--- config.mk ---
export PLATFORM = sky130hd
export DESIGN_NAME = pwm_capture_flat
export DESIGN_NICKNAME = d
export VERILOG_FILES = /design/src/rtl/pwm_capture_if.sv /design/src/rtl/pwm_capture.sv /design/src/flat_wrapper.sv
export SDC_FILE = /design/constraint.sdc
export NUM_CORES = 1
export LEC_CHECK = 0
export ABC_AREA = 1
export BUFFER_PORTS_ARGS = -buffer_cell sky130_fd_sc_hd__buf_2
export CORE_UTILIZATION = 64
export CTS_CLUSTER_DIAMETER = 150
export DETAILED_ROUTE_END_ITERATION = 12
export GPL_TIMING_DRIVEN = 0
export PLACE_DENSITY = 0.84
export SYNTH_ARGS = -nofsm -noshare
export SYNTH_HDL_FRONTEND = slang
export SYNTH_SLANG_ARGS = --single-unit
--- constraint.sdc ---
create_clock -name clk_in -period 6.2 [get_ports clk_in]
set_input_delay 1.86 -clock clk_in [delete_from_list [all_inputs] [get_ports clk_in]]
set_output_delay 1.86 -clock clk_in [all_outputs]
set_load 0.02 [all_outputs]
--- src/rtl/pwm_capture_if.sv ---
// Wishbone register-access bus (interface wb_bus) used by the pwm_capture peripheral.
interface wb_bus;
  logic [31:0] addr;
  logic [31:0] wdata;
  logic [31:0] rdata;
  logic [3:0]  sel;
  logic        we;
  logic        stb;
  logic        cyc;
  logic        ack;
  logic        err;

  modport master (
    output addr, wdata, sel, we, stb, cyc,
    input  rdata, ack, err
  );

  modport slave (
    input  addr, wdata, sel, we, stb, cyc,
    output rdata, ack, err
  );
endinterface

--- src/rtl/pwm_capture.sv ---
// PWM input-capture peripheral: measures high time and period in prescaled ticks.
// Optional 3-sample input stability filter enabled by defining CAPTURE_FILTER_EN.
module pwm_capture #(
  parameter logic [31:0] BaseAddr = 32'h4040
) (
  input  logic clk_in,
  input  logic reset_in,
  input  logic capture_in,
  output logic capture_irq_out,
  wb_bus.slave bus_slave
);

  localparam logic [1:0] StIdle = 2'd0;
  localparam logic [1:0] StArm  = 2'd1;
  localparam logic [1:0] StHigh = 2'd2;
  localparam logic [1:0] StLow  = 2'd3;

  logic [2:0]  ctrl_q, ctrl_d;
  logic        valid_q, valid_d, ovr_q, ovr_d, to_q, to_d;
  logic [31:0] presc_q, presc_d, tmo_q, tmo_d;
  logic [31:0] high_q, high_d, period_q, period_d;
  logic [1:0]  state_q, state_d;
  logic [31:0] pcnt_q, pcnt_d, cnt_q, cnt_d;
  logic [31:0] pcnt_next, cnt_next;
  logic [1:0]  sync_q;
  logic        lvl_q, lvl_prev_q;
  logic        irq_q;
  logic        rise, fall, tick, tmo_hit, done, to_set, abort;

  // Bus decode
  logic        acc, wr, rd;
  logic        hit_ctrl, hit_stat, hit_presc, hit_tmo, hit_high, hit_period;
  logic [31:0] mask, rdata;
  logic [2:0]  clr;

  assign acc        = bus_slave.cyc & bus_slave.stb;
  assign wr         = acc & bus_slave.we;
  assign rd         = acc & ~bus_slave.we;
  assign hit_ctrl   = (bus_slave.addr == BaseAddr);
  assign hit_stat   = (bus_slave.addr == BaseAddr + 32'h4);
  assign hit_presc  = (bus_slave.addr == BaseAddr + 32'h8);
  assign hit_tmo    = (bus_slave.addr == BaseAddr + 32'hC);
  assign hit_high   = (bus_slave.addr == BaseAddr + 32'h10);
  assign hit_period = (bus_slave.addr == BaseAddr + 32'h14);
  assign mask       = {{8{bus_slave.sel[3]}}, {8{bus_slave.sel[2]}},
                       {8{bus_slave.sel[1]}}, {8{bus_slave.sel[0]}}};

  assign bus_slave.ack   = acc;
  assign bus_slave.err   = 1'b0;
  assign bus_slave.rdata = rdata;

  always_comb begin
    rdata = 32'h0;
    if (rd) begin
      if (hit_ctrl)        rdata = {29'h0, ctrl_q};
      else if (hit_stat)   rdata = {29'h0, to_q, ovr_q, valid_q};
      else if (hit_presc)  rdata = presc_q;
      else if (hit_tmo)    rdata = tmo_q;
      else if (hit_high)   rdata = high_q;
      else if (hit_period) rdata = period_q;
    end
  end

  always_comb begin
    ctrl_d  = ctrl_q;
    presc_d = presc_q;
    tmo_d   = tmo_q;
    clr     = 3'b000;
    if (wr && hit_ctrl)  ctrl_d  = (ctrl_q & ~mask[2:0]) | (bus_slave.wdata[2:0] & mask[2:0]);
    if (wr && hit_presc) presc_d = (presc_q & ~mask) | (bus_slave.wdata & mask);
    if (wr && hit_tmo)   tmo_d   = (tmo_q & ~mask) | (bus_slave.wdata & mask);
    if (wr && hit_stat)  clr     = bus_slave.wdata[2:0] & mask[2:0];
  end

  assign abort = wr & (hit_presc | hit_tmo);

  // Input path: synchronizer, optional stability filter, polarity, edge detect
  always_ff @(posedge clk_in or negedge reset_in) begin
    if (!reset_in) begin
      sync_q     <= 2'b00;
      lvl_prev_q <= 1'b0;
    end else begin
      sync_q     <= {sync_q[0], capture_in};
      lvl_prev_q <= lvl_q;
    end
  end

`ifdef CAPTURE_FILTER_EN
  logic [1:0] hist_q;
  logic       stable;

  assign stable = (sync_q[1] == hist_q[0]) && (sync_q[1] == hist_q[1]);

  always_ff @(posedge clk_in or negedge reset_in) begin
    if (!reset_in) begin
      hist_q <= 2'b00;
      lvl_q  <= 1'b0;
    end else begin
      hist_q <= {hist_q[0], sync_q[1]};
      if (stable) lvl_q <= sync_q[1] ^ ctrl_q[2];
    end
  end
`else
  always_ff @(posedge clk_in or negedge reset_in) begin
    if (!reset_in) lvl_q <= 1'b0;
    else           lvl_q <= sync_q[1] ^ ctrl_q[2];
  end
`endif

  assign rise = lvl_q & ~lvl_prev_q;
  assign fall = ~lvl_q & lvl_prev_q;

  // Timebase: saturating tick counter behind a 0..PRESCALE prescaler
  assign tick      = (pcnt_q == presc_q);
  assign pcnt_next = tick ? 32'h0 : pcnt_q + 32'h1;
  assign cnt_next  = (tick && cnt_q != 32'hFFFF_FFFF) ? cnt_q + 32'h1 : cnt_q;
  assign tmo_hit   = (tmo_q != 32'h0) && (cnt_q == tmo_q);

  always_comb begin
    state_d  = state_q;
    pcnt_d   = pcnt_q;
    cnt_d    = cnt_q;
    high_d   = high_q;
    period_d = period_q;
    done     = 1'b0;
    to_set   = 1'b0;
    if (!ctrl_d[0]) begin
      state_d = StIdle;
      pcnt_d  = 32'h0;
      cnt_d   = 32'h0;
    end else if (abort) begin
      state_d = StArm;
      pcnt_d  = 32'h0;
      cnt_d   = 32'h0;
    end else begin
      case (state_q)
        StIdle: state_d = StArm;
        StArm: if (rise) state_d = StHigh;
        StHigh, StLow: begin
          if (tmo_hit) begin
            // Timeout beats any edge in the same cycle
            to_set  = 1'b1;
            state_d = StArm;
            pcnt_d  = 32'h0;
            cnt_d   = 32'h0;
          end else if (state_q == StHigh && fall) begin
            high_d  = cnt_next;
            state_d = StLow;
            pcnt_d  = pcnt_next;
            cnt_d   = cnt_next;
          end else if (state_q == StLow && rise) begin
            period_d = cnt_next;
            done     = 1'b1;
            state_d  = StHigh;
            pcnt_d   = 32'h0;
            cnt_d    = 32'h0;
          end else begin
            pcnt_d = pcnt_next;
            cnt_d  = cnt_next;
          end
        end
        default: state_d = StIdle;
      endcase
    end
  end

  // Hardware set wins over a same-cycle W1C
  assign valid_d = (valid_q & ~clr[0]) | done;
  assign ovr_d   = (ovr_q & ~clr[1]) | (done & valid_q);
  assign to_d    = (to_q & ~clr[2]) | to_set;

  always_ff @(posedge clk_in or negedge reset_in) begin
    if (!reset_in) begin
      ctrl_q   <= 3'b000;
      valid_q  <= 1'b0;
      ovr_q    <= 1'b0;
      to_q     <= 1'b0;
      presc_q  <= 32'h0;
      tmo_q    <= 32'h0;
      high_q   <= 32'h0;
      period_q <= 32'h0;
      state_q  <= StIdle;
      pcnt_q   <= 32'h0;
      cnt_q    <= 32'h0;
      irq_q    <= 1'b0;
    end else begin
      ctrl_q   <= ctrl_d;
      valid_q  <= valid_d;
      ovr_q    <= ovr_d;
      to_q     <= to_d;
      presc_q  <= presc_d;
      tmo_q    <= tmo_d;
      high_q   <= high_d;
      period_q <= period_d;
      state_q  <= state_d;
      pcnt_q   <= pcnt_d;
      cnt_q    <= cnt_d;
      irq_q    <= ctrl_q[1] & (valid_q | ovr_q | to_q);
    end
  end

  assign capture_irq_out = irq_q;

endmodule
--- src/flat_wrapper.sv ---
// flat-port wrapper written by rule: the top's interface ports become plain ports
module pwm_capture_flat 
#(
  parameter logic [31:0] BaseAddr = 32'h4040
)
  (clk_in, reset_in, capture_in, capture_irq_out, bus_slave_addr, bus_slave_wdata, bus_slave_sel, bus_slave_we, bus_slave_stb, bus_slave_cyc, bus_slave_rdata, bus_slave_ack, bus_slave_err);
  wb_bus bus_slave_i ();
  input  logic clk_in;
  input  logic reset_in;
  input  logic capture_in;
  output logic capture_irq_out;
  input wire logic [$bits(bus_slave_i.addr)-1:0] bus_slave_addr;
  input wire logic [$bits(bus_slave_i.wdata)-1:0] bus_slave_wdata;
  input wire logic [$bits(bus_slave_i.sel)-1:0] bus_slave_sel;
  input wire logic [$bits(bus_slave_i.we)-1:0] bus_slave_we;
  input wire logic [$bits(bus_slave_i.stb)-1:0] bus_slave_stb;
  input wire logic [$bits(bus_slave_i.cyc)-1:0] bus_slave_cyc;
  output wire logic [$bits(bus_slave_i.rdata)-1:0] bus_slave_rdata;
  output wire logic [$bits(bus_slave_i.ack)-1:0] bus_slave_ack;
  output wire logic [$bits(bus_slave_i.err)-1:0] bus_slave_err;
  assign bus_slave_i.addr = bus_slave_addr;
  assign bus_slave_i.wdata = bus_slave_wdata;
  assign bus_slave_i.sel = bus_slave_sel;
  assign bus_slave_i.we = bus_slave_we;
  assign bus_slave_i.stb = bus_slave_stb;
  assign bus_slave_i.cyc = bus_slave_cyc;
  assign bus_slave_rdata = bus_slave_i.rdata;
  assign bus_slave_ack = bus_slave_i.ack;
  assign bus_slave_err = bus_slave_i.err;
  pwm_capture #(.BaseAddr(BaseAddr)) u_core (.clk_in(clk_in), .reset_in(reset_in), .capture_in(capture_in), .capture_irq_out(capture_irq_out), .bus_slave(bus_slave_i));
endmodule
After elaboration in Yosys (flattened, before gate mapping)
Cells that the tools add are included.

$add $sub $neg: 2. Eq/ne operators: 15. Muxes and demuxes: 40. Bitwise operators: 37. Reduce and logical (&&, ||, !) cells: 14.

Operator list (count): $mux W32 (21); $eq A32 B15 Y1 const B (6); $and A32 B32 Y32 (3); $add A32 B1 Y32 const B (2); $eq A32 B32 Y1 (2); $or A32 B32 Y32 (2); $ne A32 B32 Y1 const B (1); $not A32 Y32 (1); $reduce_bool A32 Y1 (1); $mux W2 (6); $and A1 B1 Y1 (11); $mux W1 (11); $not A1 Y1 (9); $logic_and A1 B1 Y1 (8); $and A3 B3 Y3 (2); $ne A6 B6 Y1 const B (1); $or A1 B1 Y1 (6); $pmux W2 S3 (1); $reduce_and A6 Y1 (1); $reduce_and A5 Y1 (1); $eq A2 B2 Y1 const B (2); $ne A4 B4 Y1 const B (1); $mux W3 (1); $ne A3 B3 Y1 const B (1); 7 further kinds (7).

Bits in registers: 205.

Longest topological paths before layout
Gate-level depths: netlist of run 1.

Word-level depth: 11. Gate-level depth with buffers: 15.

Least setup slack after synthesis of run 1
OpenSTA, ideal clock, no wires.

Kind: in2out. Start: in bus_slave_addr[31]. End: out bus_slave_rdata[12]. Data arrival time: 3347 ps. Required time: 4340 ps. Slack: 993 ps. Cell stages on the path: 12. Path through: nor2_1 -> nand2_1 -> nor2_1 -> nand2_1 -> nor2_2 -> nand2_1 -> inv_2 -> buf_2 -> nand2_1 -> nand3_1 -> nand3_1 -> a21oi_1.

Longest elaborated chain between the ends: 8. Elaborated cells between the ends (all ways): 13. Those cells by class: 6 x eq/ne; 7 x mux.

RTL lines: start, declared (RTL line flat_wrapper.sv:12) `input wire logic [$bits(bus_slave_i.addr)-1:0] bus_slave_addr;`; $eq A32 B15 Y1 (RTL line pwm_capture.sv:44) `assign hit_period = (bus_slave.addr == BaseAddr + 32'h14);`; $mux W32 (RTL line pwm_capture.sv:60) `else if (hit_period) rdata = period_q;`; $mux W32 (RTL line pwm_capture.sv:59) `else if (hit_high) rdata = high_q;`; $mux W32 (RTL line pwm_capture.sv:58) `else if (hit_tmo) rdata = tmo_q;`; $mux W32 (RTL line pwm_capture.sv:57) `else if (hit_presc) rdata = presc_q;`; $mux W32 (RTL line pwm_capture.sv:56) `else if (hit_stat) rdata = {29'h0, to_q, ovr_q, valid_q};`; $mux W32 * (RTL line pwm_capture.sv:55) `if (hit_ctrl) rdata = {29'h0, ctrl_q};`; $mux W32 * (RTL line pwm_capture.sv:54) `if (rd) begin`; end, declared (RTL line flat_wrapper.sv:18) `output wire logic [$bits(bus_slave_i.rdata)-1:0] bus_slave_rdata;`.

Mark *: on every way between the ends. The rest lies on a longest branch, timed or not.

Worst setup path after layout of run 1
Start: in bus_slave_addr[17]. End: out bus_slave_rdata[16].

The elaborated chain is that of the path after synthesis.

==> results.py, run 1 <==
metrics = {
    "sta": {
        "max_slew_margin": 0.494,
        "fin_skew_ps": 30.2,
        "max_freq_mhz": 163,
        "min_period_ps": 6130,
        "rsz0062_at_grt": "no",
        "tightest_slew_ps": 758,
        "hold_ws_ps": 348,
        "maxSlewViolCount": 0,
        "setup_viol": 0,
        "finalCritPeriodShare": 0.989,
        "hold_viol": 0,
    },
    "global_route": {
        "grt_first_pass_wirelength_mm": 75.4,
        "antenna_found_initial": 0,
        "use_met3": 0.130,
        "grt_use_met2": 0.682,
        "grt_pass1_vias": 13914,
        "met1_usage": 0.617,
        "track_usage": 0.457,
        "gr-total-overflow": 0,
        "busiest_layer": "met2",
        "grt_max_degree": 111,
    },
    "finish": {
        "finish.net_count": 2340,
        "fin_area_um2": 15200,
        "n_antenna_cell": 0,
        "drive_gt1_frac": 0.100,
        "stdcell_count": 2549,
        "syn_to_final_growth_pct": 12.7,
        "post-route-util": 0.742,
        "fillers": 1663,
    },
    "routing": {
        "detailroute.via_count": 15222,
        "wl_mm": 48.7,
        "drt_iter0_markers": 1848,
        "via_per_inst": 5.97,
        "detail_route.wl_per_cell_um": 19.1,
        "drtAntennaViolNets": 0,
        "dr.pass1.iters": 11,
        "drc_errors": 0,
    },
    "status": {
        "status": "finished, final reports clean",
    },
    "synthesis": {
        "synth_most_common_cell": "nand2_1",
        "syn_inst": 2131,
        "syn_area_um2": 13500,
        "ys_ff_latch": 205,
        "ys_warn_count": 0,
        "synth_top_flop_cell": "dfrtp_1",
        "seq_area_frac_synth": 0.381,
        "synth_edf_count": 0,
        "yosys.cell_types.count": 32,
        "synth.avg_cell_area_um2": 6.31,
        "synth_area_leaders": "dfrtp_1, nand2_1, inv_1",
        "synthArstFlopShare": 1.00,
        "synth_nets": 2207,
        "netlist_top_cells_count": "nand2_1, inv_1, nor2_1, dfrtp_1, nand3_1",
        "yosys.area.top_type_share": 0.381,
        "synth_top_area_cell": "dfrtp_1",
    },
    "setup_path": {
        "criticalPathCategory": "input pin to output pin",
        "required_ps": 4340,
        "critPathTopFamily": "simple AND/OR/NAND/NOR gates",
        "startpoint": "bus_slave_addr[17]",
        "r2r-start": "u_core.cnt_q[22]",
        "crit_slowest_cell": "a21oi_1",
        "endpoint_kind": "output pin",
        "cp_slowest_stage_delay_ps": 310,
        "start_kind": "input pin",
        "critPathMaxFanout": 10,
        "path_buf_inv": 4,
        "crit_chain": "buf_2 > nor2_1 > nand2_1 > nor2_1 > nand2_1 > nor2_2 > nand2_2 > inv_2 > buf_2 > nand2_1 > nand3_1 > nand3_1 > a21oi_1 > buf_2",
        "critPathArrivalTime_ps": 4270,
    },
    "clock_tree": {
        "cts_tree": "built",
        "insertion_delay_ps": 530,
        "path_clk_slew_ps": 70,
        "numCtsBuffers": 23,
        "post_cts_buffers": 0,
        "clockBufferDepth": 3,
        "cts_root_buffer": "clkbuf_16",
        "cts_sinks": 205,
        "h-tree-depth": 1,
    },
    "power": {
        "clkPwrFrac": 0.503,
        "p_sw_frac": 0.223,
        "leakage_nw": 8.11,
        "power_density_nw_per_um2": 189,
        "p_comb_frac": 0.029,
        "p_int_mw": 2.22,
        "power.switching_uw": 639,
        "seq_power_share": 0.468,
        "irDropWorstVdd_uv": 206,
        "power_mw": 2.86,
    },
    "min_path": {
        "min_path_type": "flip-flop to flip-flop",
        "hp-start": "u_core.sync_q[0]",
    },
    "die": {
        "coreArea_um2": 20400,
        "initial_utilization": 0.658,
        "die_area_um2": 21600,
        "die-height_um": 147,
        "chipWidth_um": 147,
        "fp-row-count": 52,
        "ios": 109,
    },
    "place": {
        "placed_cell_area_um2": 14400,
        "port_buffers": 107,
        "dp_hpwl_mm": 36.4,
        "place.gp.congestion": 1.01,
        "placed_cells": 2509,
    },
    "flow_run": {
        "cap_violations": 0,
    },
}
## final timing paths
kind                       cells past startpoint             endpoint  slack [ps]
hold / removal                                 0     u_core.sync_q[1]         350
max in group asynchronous                      2    u_core.pcnt_q[28]        3790
min in group asynchronous                      1     u_core.high_q[9]        1330
setup reg to reg                              10     u_core.high_q[6]        3300
setup / recovery                              14  bus_slave_rdata[16]          70
hold reg to reg                                0     u_core.sync_q[1]         350
## metrics by stage
step	worst slack (ps)	setup TNS, ps
floorplan	993	0
finish	68.2	0
detailed placement	127	0
CTS	93.0	0
global placement	-87.5	-12310
global route	15.4	0
## cells in the final DEF (no fill, tap or decap), drive strengths merged, types with 27 or more instances in the layout
cell type / netlist / routed
nand2: 881 / 881
inv: 248 / 249
nor2: 223 / 223
dfrtp: 205 / 205
nand3: 178 / 178
buf: 59 / 167
o21ai: 138 / 138
clkbuf: 26 / 58
nand4: 44 / 44
xnor2: 33 / 33
a21oi: 32 / 32
xor2: 27 / 27
## cell type report
| type | instances | area [um^2] | share of cell area |
|---|---|---|---|
| Timing Repair Buffer | 108 | 573 | 0.0378 |
| Sequential cell | 205 | 5130 | 0.338 |
| Inverter | 248 | 931 | 0.0614 |
| Tap cell | 270 | 338 | 0.0223 |
| Multi-Input combinational cell | 1593 | 6970 | 0.460 |
| Buffer | 85 | 420 | 0.0277 |
| Clock inverter | 8 | 103 | 0.00677 |
| Clock buffer | 32 | 689 | 0.0455 |
## logic make-up (layout without fill, tap and decap cells)
family	count (synthesis)	in the layout	share of synthesized area
AND/OR/NAND/NOR	1348	1348	0.408
buffers and inverters	333	481	0.100
flip-flops	205	205	0.381
AO/OA/AOI/OAI	182	182	0.0694
XOR/XNOR	60	60	0.0391
adder cells (fa/ha/maj)	2	2	0.00186
other	1	1	0.000279
## repair_timing
item / CTS / global route
gates resized for setup: 0 / 1
endpoints found under the setup margin: 0 / 7
hold buffers: 0 / 0
## metal layers
layer	vias to the layer above	share of wire
li1	6881	-
met1	6972	0.38
met2	1165	0.42
met3	204	0.14
met4	0	0.052
met5	-	0
## power by group through the flow
stage,combinational [mW],clock [mW],sequential (mW)
after detailed placement,0.0820,0,1.36
after global placement,0.0765,0,1.36
after CTS,0.0827,1.43,1.34
after global routing,0.0918,1.48,1.34
final,0.0829,1.44,1.34
after floorplan,0.0190,0,1.36
Note: power is estimated with default switching activity, not from simulation.
==> inputs of run 2 (changes only) <==
clock period = 7.6 ns   (was 6.2 ns; I/O delays follow)
==> run 2 against run 1 <==
Net effect:
- sequential share of layout area about the same
- worst setup slack better by 430 ps
- final cell count stayed put
- via count shrank 0.45%
- total power decreased by 18%
- combinational power decreased by 19%
- clock-buffer cell count unchanged
- critical endpoint unchanged
- wire length about the same
- register-to-register slack better by 1400 ps
- final area about the same
- first-iteration DRC count rose by 4.1%
- largest cell class unchanged
==> results.py, run 2 (synthesis gave the netlist of run 1 again) <==
metrics = {
    "setup_path": {
        "criticalPathCategory": "input pin to output pin",
        "critPathMaxFanout": 10,
        "crit_chain": "buf_2 > nor2_1 > nand2_1 > nor2_1 > nand2_1 > nor2_2 > nand2_1 > inv_2 > buf_2 > nand2_1 > nand3_1 > nand3_1 > a21oi_1 > buf_2",
        "cp_slowest_stage_delay_ps": 320,
        "required_ps": 5320,
        "cpMostUsedCell": "nand2_1",
        "startpoint": "bus_slave_addr[17]",
        "crit_path_end": "bus_slave_rdata[16]",
        "reg2reg_depth": 11,
        "endpoint_kind": "output pin",
        "reg2reg_to": "u_core.period_q[17]",
        "r2r_setup_slack_ps": 4690,
        "start_kind": "input pin",
        "critPathArrivalTime_ps": 4820,
        "r2r-start": "u_core.cnt_q[22]",
        "crit_slowest_cell": "nand2_1",
    },
    "routing": {
        "detailroute.via_count": 15154,
        "dr.pass1.iters": 8,
        "drt_iter0_markers": 1924,
        "detail_route.wl_per_cell_um": 19.1,
        "drtAntennaViolNets": 0,
        "drc_errors": 0,
        "wl_mm": 48.8,
        "via_per_inst": 5.95,
    },
    "sta": {
        "finalSetupTns_ps": 0,
        "maxSlewViolCount": 0,
        "finalCritPeriodShare": 0.934,
        "setup_viol": 0,
        "hold_ws_ps": 346,
        "max_freq_mhz": 141,
        "max_slew_margin": 0.505,
        "postLayoutSetupSlackWorst_ps": 503,
        "tightest_slew_ps": 743,
        "min_period_ps": 7100,
        "rsz0062_at_grt": "no",
        "fin_skew_ps": 36.4,
        "hold_viol": 0,
    },
    "global_route": {
        "gr-total-overflow": 0,
        "grt_max_degree": 111,
        "grt_first_pass_wirelength_mm": 75.4,
        "track_usage": 0.457,
        "antenna_found_initial": 0,
        "grt_pass1_vias": 13914,
    },
    "clock_tree": {
        "cts_sinks": 205,
        "cts_root_buffer": "clkbuf_16",
        "insertion_delay_ps": 530,
        "numCtsBuffers": 23,
        "cts_tree": "built",
        "cts_resized": 0,
        "h-tree-depth": 1,
        "clockBufferDepth": 3,
        "cts_hold_buffers": 0,
        "path_clk_slew_ps": 70,
        "post_cts_buffers": 0,
    },
    "finish": {
        "n_antenna_cell": 0,
        "regArea_um2": 5130,
        "fillers": 1662,
        "syn_to_final_growth_pct": 12.7,
        "layout_commonest_cell": "nand2_1",
        "fin_area_um2": 15200,
        "drive_gt1_frac": 0.100,
        "finish.net_count": 2340,
        "final_cell_mix": "nand2_1, inv_1, nor2_1, dfrtp_1, nand3_1",
        "multi_input_area_um2": 6970,
    },
    "min_path": {
        "min_path_type": "flip-flop to flip-flop",
    },
    "die": {
        "coreArea_um2": 20400,
        "ios": 109,
        "fp-row-count": 52,
        "die-height_um": 147,
        "die_area_um2": 21600,
        "initial_utilization": 0.658,
        "chipWidth_um": 147,
    },
    "power": {
        "irDropWorstVdd_uv": 169,
        "power_density_nw_per_um2": 154,
        "leakage_nw": 8.11,
    },
    "place": {
        "placed_cell_area_um2": 14400,
        "pre_cts_slack_ps": 687,
        "port_buffers": 107,
        "place.gp.congestion": 1.01,
        "dp_hpwl_mm": 36.4,
    },
    "flow_run": {
        "cap_violations": 0,
    },
    "status": {
        "status": "finished, final reports clean",
    },
}
==> run 2: worst min-delay path by stage <==
stage	start	to	slack, ps	depth (start not counted)
floorplan	u_core.sync_q[0]	u_core.sync_q[1]	330	0
finish	u_core.sync_q[0]	u_core.sync_q[1]	350	0
detailed placement	u_core.sync_q[0]	u_core.sync_q[1]	340	0
global placement	u_core.sync_q[0]	u_core.sync_q[1]	350	0
CTS	u_core.sync_q[0]	u_core.sync_q[1]	350	0
global route	u_core.sync_q[0]	u_core.sync_q[1]	360	0
==> run 2: per-stage QoR <==
step	total power, mW	utilization	std cells
after floorplan	1.13	-	2131
after global placement	1.18	0.701	2508
after detailed placement	1.18	0.703	2509
after CTS	2.33	0.742	2549
after global routing	2.38	0.742	2549
final	2.34	0.742	2549
==> run 2: power breakdown <==
part	internal [mW]	switching (mW)	leakage, nW
combinational	0.0208	0.0465	4.86
sequential	1.09	0.000434	2.85
clock	0.701	0.479	0.392
==> run 2: cell type report <==
| type | count | area share |
|---|---|---|
| Multi-Input combinational cell | 1593 | 0.460 |
| Sequential cell | 205 | 0.339 |
| Inverter | 248 | 0.0614 |
| Clock buffer | 32 | 0.0455 |
| Timing Repair Buffer | 108 | 0.0378 |
| Buffer | 85 | 0.0277 |
| Tap cell | 270 | 0.0223 |
| Clock inverter | 8 | 0.00677 |
==> run 2: routing by layer <==
layer,part of all wire,vias to the layer above,track usage
li1,-,6881,-
met4,0.055,0,0.210
met3,0.14,217,0.130
met2,0.42,1148,0.682
met1,0.38,6908,0.617
met5,0,-,0
==> run 2: worst max-delay path, delay by kind of cell <==
family / cells / cell delay, ps
AO/OA/AOI/OAI: 1 / 320
buffers and inverters: 4 / 880
AND/OR/NAND/NOR: 9 / 1320
